### config.mk
export PLATFORM = sky130hd
export DESIGN_NAME = cycle_sequencer
export DESIGN_NICKNAME = d
export VERILOG_FILES = /design/src/rtl/cycle_sequencer.sv
export SDC_FILE = /design/constraint.sdc
export NUM_CORES = 1
export LEC_CHECK = 0
export BUFFER_PORTS_ARGS = -buffer_cell sky130_fd_sc_hd__buf_2
export CAP_MARGIN = 20
export CORE_MARGIN = 2
export CORE_UTILIZATION = 40
export CTS_CLUSTER_DIAMETER = 40
export CTS_CLUSTER_SIZE = 28
export DETAILED_ROUTE_END_ITERATION = 10
export GPL_TIMING_DRIVEN = 0
export PLACE_DENSITY_LB_ADDON = 0.2
export REMOVE_ABC_BUFFERS = 1
export SLEW_MARGIN = 20
export SYNTH_ARGS = -nofsm -noshare
export SYNTH_HDL_FRONTEND = slang
export SYNTH_SLANG_ARGS = --single-unit
export TNS_END_PERCENT = 30
### constraint.sdc
create_clock -name i_CLOCK -period 1.8 [get_ports i_CLOCK]
set_input_delay 0.36 -clock i_CLOCK [delete_from_list [all_inputs] [get_ports i_CLOCK]]
set_output_delay 0.36 -clock i_CLOCK [all_outputs]
set_load 0.03 [all_outputs]
### src/rtl/cycle_sequencer.sv
// rtl/cycle_sequencer.sv - stallable, haltable three-phase instruction cycle sequencer
module cycle_sequencer #(
  parameter int WAIT_LIMIT = 16,
  parameter int CNT_W      = 16
) (
  input  logic             i_CLOCK,
  input  logic             i_RESET,
  input  logic             i_MEMREADY,
  input  logic             i_HALT,
  input  logic             i_STEP,
  input  logic             i_CLRFAULT,
  output logic [1:0]       o_STATE,
  output logic             o_CYCLEX,
  output logic             o_CYCLEY,
  output logic             o_CYCLEZ,
  output logic             o_HALTED,
  output logic             o_FAULT,
  output logic [CNT_W-1:0] o_INSCOUNT
);

  typedef enum logic [2:0] {
    ST_FETCH   = 3'd0,
    ST_STACK   = 3'd1,
    ST_OPERAND = 3'd2,
    ST_HALT    = 3'd3,
    ST_FAULT   = 3'd4
  } state_t;

  // Last wait count that may still be followed by a ready; one more idle cycle trips the watchdog.
  localparam logic [7:0]       LP_WAIT_LAST = 8'(WAIT_LIMIT - 1);
  localparam logic [CNT_W-1:0] LP_CNT_ONE   = {{(CNT_W-1){1'b0}}, 1'b1};

  state_t           r_state;
  state_t           w_state_next;
  logic [7:0]       r_wait;
  logic [7:0]       w_wait_next;
  logic             r_step;
  logic             w_step_next;
  logic [CNT_W-1:0] r_inscount;
  logic             w_cyclex;
  logic             w_cycley;
  logic             w_cyclez;

  // Next-state, wait counter, step latch and phase strobes.
  always_comb begin
    w_state_next = r_state;
    w_wait_next  = r_wait;
    w_step_next  = r_step;
    w_cyclex     = 1'b0;
    w_cycley     = 1'b0;
    w_cyclez     = 1'b0;
    o_STATE      = 2'd0;

    case (r_state)
      ST_FETCH, ST_STACK, ST_OPERAND: begin
        if (i_MEMREADY) begin
          // Ready beats the watchdog even on the cycle the limit is reached.
          w_wait_next = 8'd0;
          case (r_state)
            ST_FETCH: w_state_next = ST_STACK;
            ST_STACK: w_state_next = ST_OPERAND;
            default: begin
              // Instruction boundary: the only place a halt or step completion takes effect.
              if (i_HALT || r_step) begin
                w_state_next = ST_HALT;
                w_step_next  = 1'b0;
              end else begin
                w_state_next = ST_FETCH;
              end
            end
          endcase
        end else if (r_wait == LP_WAIT_LAST) begin
          // The interrupted instruction is abandoned, including any pending single step.
          w_state_next = ST_FAULT;
          w_wait_next  = 8'd0;
          w_step_next  = 1'b0;
        end else begin
          w_wait_next = r_wait + 8'd1;
        end
      end
      ST_HALT: begin
        if (!i_HALT) begin
          w_state_next = ST_FETCH;
        end else if (i_STEP) begin
          w_state_next = ST_FETCH;
          w_step_next  = 1'b1;
        end
      end
      ST_FAULT: begin
        if (i_CLRFAULT) begin
          w_state_next = ST_HALT;
        end
      end
      default: begin
        w_state_next = ST_FETCH;
        w_wait_next  = 8'd0;
        w_step_next  = 1'b0;
      end
    endcase

    case (r_state)
      ST_FETCH:   o_STATE = 2'd1;
      ST_STACK:   o_STATE = 2'd2;
      ST_OPERAND: o_STATE = 2'd3;
      default:    o_STATE = 2'd0;
    endcase

    // Strobes are suppressed while reset is asserted so nothing downstream acts on a dying phase.
    w_cyclex = !i_RESET && i_MEMREADY && (r_state == ST_FETCH);
    w_cycley = !i_RESET && i_MEMREADY && (r_state == ST_STACK);
    w_cyclez = !i_RESET && i_MEMREADY && (r_state == ST_OPERAND);
  end

  // State, wait counter, step latch and retired-instruction counter registers.
  always_ff @(posedge i_CLOCK) begin
    if (i_RESET) begin
      r_state    <= ST_FETCH;
      r_wait     <= 8'd0;
      r_step     <= 1'b0;
      r_inscount <= '0;
    end else begin
      r_state <= w_state_next;
      r_wait  <= w_wait_next;
      r_step  <= w_step_next;
      if (w_cyclez) begin
        r_inscount <= r_inscount + LP_CNT_ONE;
      end
    end
  end

  assign o_CYCLEX   = w_cyclex;
  assign o_CYCLEY   = w_cycley;
  assign o_CYCLEZ   = w_cyclez;
  assign o_HALTED   = (r_state == ST_HALT);
  assign o_FAULT    = (r_state == ST_FAULT);
  assign o_INSCOUNT = r_inscount;

endmodule

# == Yosys cells after proc, flatten, opt, wreduce, memory -nomap -nowiden ==
# Index checks and enable logic that the tools add are counted.
# word_totals
out_inout_bits,23
inputBits,6
elab_cells,50
reg_bits,28
# classes
n_mux,19
addsub,2
reduce_logical,12
bitwise_logic,1
n_eq_ne,12
# op_table
op,count
$add 16x1->16 const B,1
$mux 8,2
$pmux 8 s2,1
$mux 3,5
$ne 3x3->1 const B,4
$pmux 3 s3,1
$add 8x1->8 const B,1
$eq 8x4->1 const B,1
$eq 3x2->1 const B,2
$mux 1,6
$ne 2x2->1 const B,3
$pmux 2 s3,1
$reduce_and 6->1,1
$logic_and 1x1->1,4
$pmux 2 s2,1
$reduce_or 2->1,2
$eq 3x1->1 const B,1
$eq 3x3->1 const B,1
$logic_not 3->1,1
$pmux 1 s3,1
$reduce_and 3->1,1
$reduce_or 3->1,1
$mux 2,1
$logic_not 1->1,1
other kinds (2),2

# == Logic depth before layout (Yosys ltp) ==
# logic_depth
word_depth,5
ltp_mapped,6
depth_no_buf,5

# == Worst setup path before layout ==
# Ideal clock, no wire load.
# synth_path
path_kind,register to register
start,register r_state[1]
end,register r_wait[7]
path_slack_ps,-431
arrival_ps,2161
stages_incl_launch_ff,6
t_required_ps,1730
period_less_slack_ps,2231
path_cell_list,dfxtp_1 > clkbuf_1 > nor3b_1 > nor2_1 > a21o_1 > a21oi_1
# synth_via
elab_chain_len,3
word_cells_on_any_way,8
classes_between,eq/ne (4); mux (1); reduce/logical (3)
# synth_rtl
item,line,source
start: declaration,33,state_t r_state;
start signal: assignment,122,r_state <= w_state_next;
$eq 3x3->1 *,n/a,
net o_FAULT,17,"output logic o_FAULT,"
$reduce_or 2->1 (no source line) *,n/a,
$pmux 8 s2,54,case (r_state)
end signal: assignment,123,r_wait <= w_wait_next;
end: declaration,35,logic [7:0] r_wait;
# Mark *: on every way through the listed nets, which the timed path passes. The rest lies on a longest branch.
# A chain may end at the register's enable or synchronous reset.

# == Worst setup path in the final report ==
# layout_path
start,register r_state[0]
end,register r_inscount[14] (netlist: o_INSCOUNT[14])
# layout_via
elab_chain_len,2
# layout_rtl
item,line,source
$eq 3x2->1,111,w_cyclez = !i_RESET && i_MEMREADY && (r_state == ST_OPERAND);
$logic_and 1x1->1,111,
end signal: assignment,126,r_inscount <= r_inscount + LP_CNT_ONE;
end: declaration,39,logic [CNT_W-1:0] r_inscount;
# Every way passes these cells.

==> results_dict.tcl <==
set metrics [dict create \
    power.static_leakage_nw 0.661 \
    fin_crit_sh_pct 104 \
    route.vias.total 1346 \
    cts_sinks 28 \
    yosys.cell_count.top_type "dfxtp_1" \
    boundaryPins 29 \
    synth_xor_area_share_pct 8.10 \
    end_kind "flop" \
    critPathMaxFanout 8 \
    grt_pass1_wl_um 5400 \
    drtIter0Drc 48 \
    grt_pass1_vias 1215 \
    synth_edf_count 0 \
    relSlewSlack_pct 70.5 \
    drv_slew 0 \
    core-area_um2 3360 \
    met2_length_um 1530 \
    syn2layout_area_growth_pct 23.5 \
    port_buffers 28 \
    place_congestion 0.767 \
    synthTopCellsByCount "28 x dfxtp_1, 21 x nor2_1, 12 x xnor2_1" \
    min_period_ns 1.87 \
    ir_drop_v 0.000255 \
    hpwl_um 2140 \
    cp-startpoint "r_state[0]" \
    synth.largest_area_cell "dfxtp_1" \
    synth-compound-area-share_pct 16.6 \
    tightest_slew_ns 0.443 \
    synth_ff_type "dfxtp_1" \
    timing.fmax_mhz 534 \
    grt_overflow 0 \
    synth.top_cells.by_area "dfxtp_1 40%, xnor2_1 7.5%, nor2_1 5.6%" \
    grt_max_degree 24 \
    status "finished, violations left" \
    crit_arrival_ns 2.15 \
    root_buffer "clkbuf_4" \
    start_util_pct 41.8 \
    tns_ns -0.160 \
    synthMuxAreaShare_pct 0 \
    ant_nets 0 \
    vias_per_cell 5.43 \
    clock_latency_ns 0.34 \
    setup_ws_ns -0.0709 \
    clk_pin_slew_ns 0.16 \
    critPathKind "flop to flop" \
    ys_seq_area_share_pct 39.9 \
    placed_cells 238 \
    synth_cells 173 \
    drc_errors 0 \
    syn_avg_cell_area_um2 8.13 \
    worst_setup_path_start_kind "flop" \
    num_antenna_cells 0 \
    stdcell_count 248 \
    violations "setup timing" \
    yosys_warnings 0 \
    synth_area_um2 1410 \
    final.setup_skew_ns 0.00939 \
    drt-met1-wl_um 1560 \
    p_per_area_nw_per_um2 673 \
    dr.pass1.iters 4 \
    track_usage_pct 16.3 \
    yosys.area_share.simple_pct 29.4 \
    wl_met3_um 68 \
    clockBufferDepth 2 \
    drive_gt1_share_pct 28.2 \
    std_cell_rows 21 \
    synthDistinctLibCells 42 \
    async_flop_share_pct 0 \
    drt_wl_total_um 3210 \
    synth_top_family_by_area "simple AND/OR/NAND/NOR gates" \
    rsz0062_at_grt "true" \
    grt_antenna_before_repair 0 \
    synth_top_area_share_pct 39.9 \
    r2r_start "r_state[0]" \
    dp_slack_ns -0.563 \
    design.die.area_um2 4010 \
    finalPower_w 0.00117 \
    die_w_um 63.3 \
    final-hold-violation-count 0 \
    min_from "i_CLRFAULT" \
    hold_path.class "input pin to flop" \
    num-nets-final 211 \
    cts_tree "built" \
    highest_layer "met4" \
    wl_per_cell_um 12.9 \
    critPathRequiredTime_ns 2.07 \
    maxCapViolCount 0 \
    die-height_um 63.3 \
    ys_seq_elements 28 \
    cts_made_buffers 3 \
    synthAdderAreaFrac_pct 1.78 \
    setup_viol 3 \
    h-tree-depth 1 \
]
-- worst max-delay path: stages, from the launching register on --
cell and delay (ns):
dfxtp_4 0.38, or3b_4 0.41, or3_4 0.38, or4_1 0.48, a21oi_1 0.15
-- cells in the final DEF, fill, tap and decap left out, types with 2 or more instances in the layout --
cell type,instances
nand3_1,6
nor3_1,2
or3_4,3
a21oi_2,2
nand4_1,4
or4_1,3
clkbuf_4,3
nand2_1,11
dfxtp_1,25
a31oi_1,3
or3_1,5
o21ai_0,8
nor2_1,19
inv_1,6
buf_4,8
buf_2,25
and3_1,3
nor4_1,6
ha_1,2
dfxtp_4,2
nor2b_1,3
xnor2_1,12
a21oi_1,8
o31ai_1,4
-- layout make-up --
cell class | count | area (µm²)
Multi-Input combinational cell | 130 | 855
Inverter | 6 | 22.5
Sequential cell | 28 | 569
Tap cell | 46 | 57.6
Clock buffer | 4 | 36.3
Timing Repair Buffer | 34 | 196
Fill cell | 350 | 1630
-- worst paths after layout --
kind               endpoint  slack [ns]  depth (start not counted)
max          o_INSCOUNT[14]       -0.07                          4
min              r_state[2]        0.34                          4
max reg2reg  o_INSCOUNT[14]       -0.07                          4
min reg2reg  o_INSCOUNT[15]        0.48                          1
-- per-stage QoR --
stage / hold slack (ns) / cell area, µm² / utilization, %
2_1_floorplan: 0.429 / 1370 / -
3_3_place_gp: 0.452 / 1570 / 46.6
3_5_place_dp: 0.463 / 1570 / 46.6
4_1_cts: 0.327 / 1700 / 50.5
5_1_grt: 0.345 / 1740 / 51.6
6_report: 0.339 / 1740 / 51.6
-- cells by family after synthesis --
family / count (synthesis)
and+or+nand+nor: 78
adders and majority gates: 2
buffers and inverters: 15
AOI/OAI and AO/OA: 37
xor gates and xnor gates: 13
DFF: 28
-- registers in the layout, summed over array words and instances, names as in the netlist --
signal      count
r_step          1
o_INSCOUNT     16
r_state         3
r_wait          8
-- routing by layer --
layer / vias up / global-route usage, %
met3: 5 / 2.50
li1: 685 / -
met4: 0 / 6.25
met5: - / 0
met1: 640 / 21.2
met2: 16 / 27.3
-- power by group --
group          internal [W]  total (W)  leakage (nW)  switching, W
registers          0.000633   0.000653         0.228     0.0000198
logic             0.0000773   0.000196         0.412      0.000118
clock network      0.000124   0.000320        0.0210      0.000196
total              0.000835    0.00117         0.661      0.000334
-- repair_timing --
action                                  in CTS  in global routing
hold endpoints to repair                     0                  0
resized for setup                           17                 12
buffers inserted                             5                  1
endpoints found under the setup margin      20                 18
hold buffers                                 0                  0
pin swaps                                    3                  4
Power figures use the tool's default switching activity.
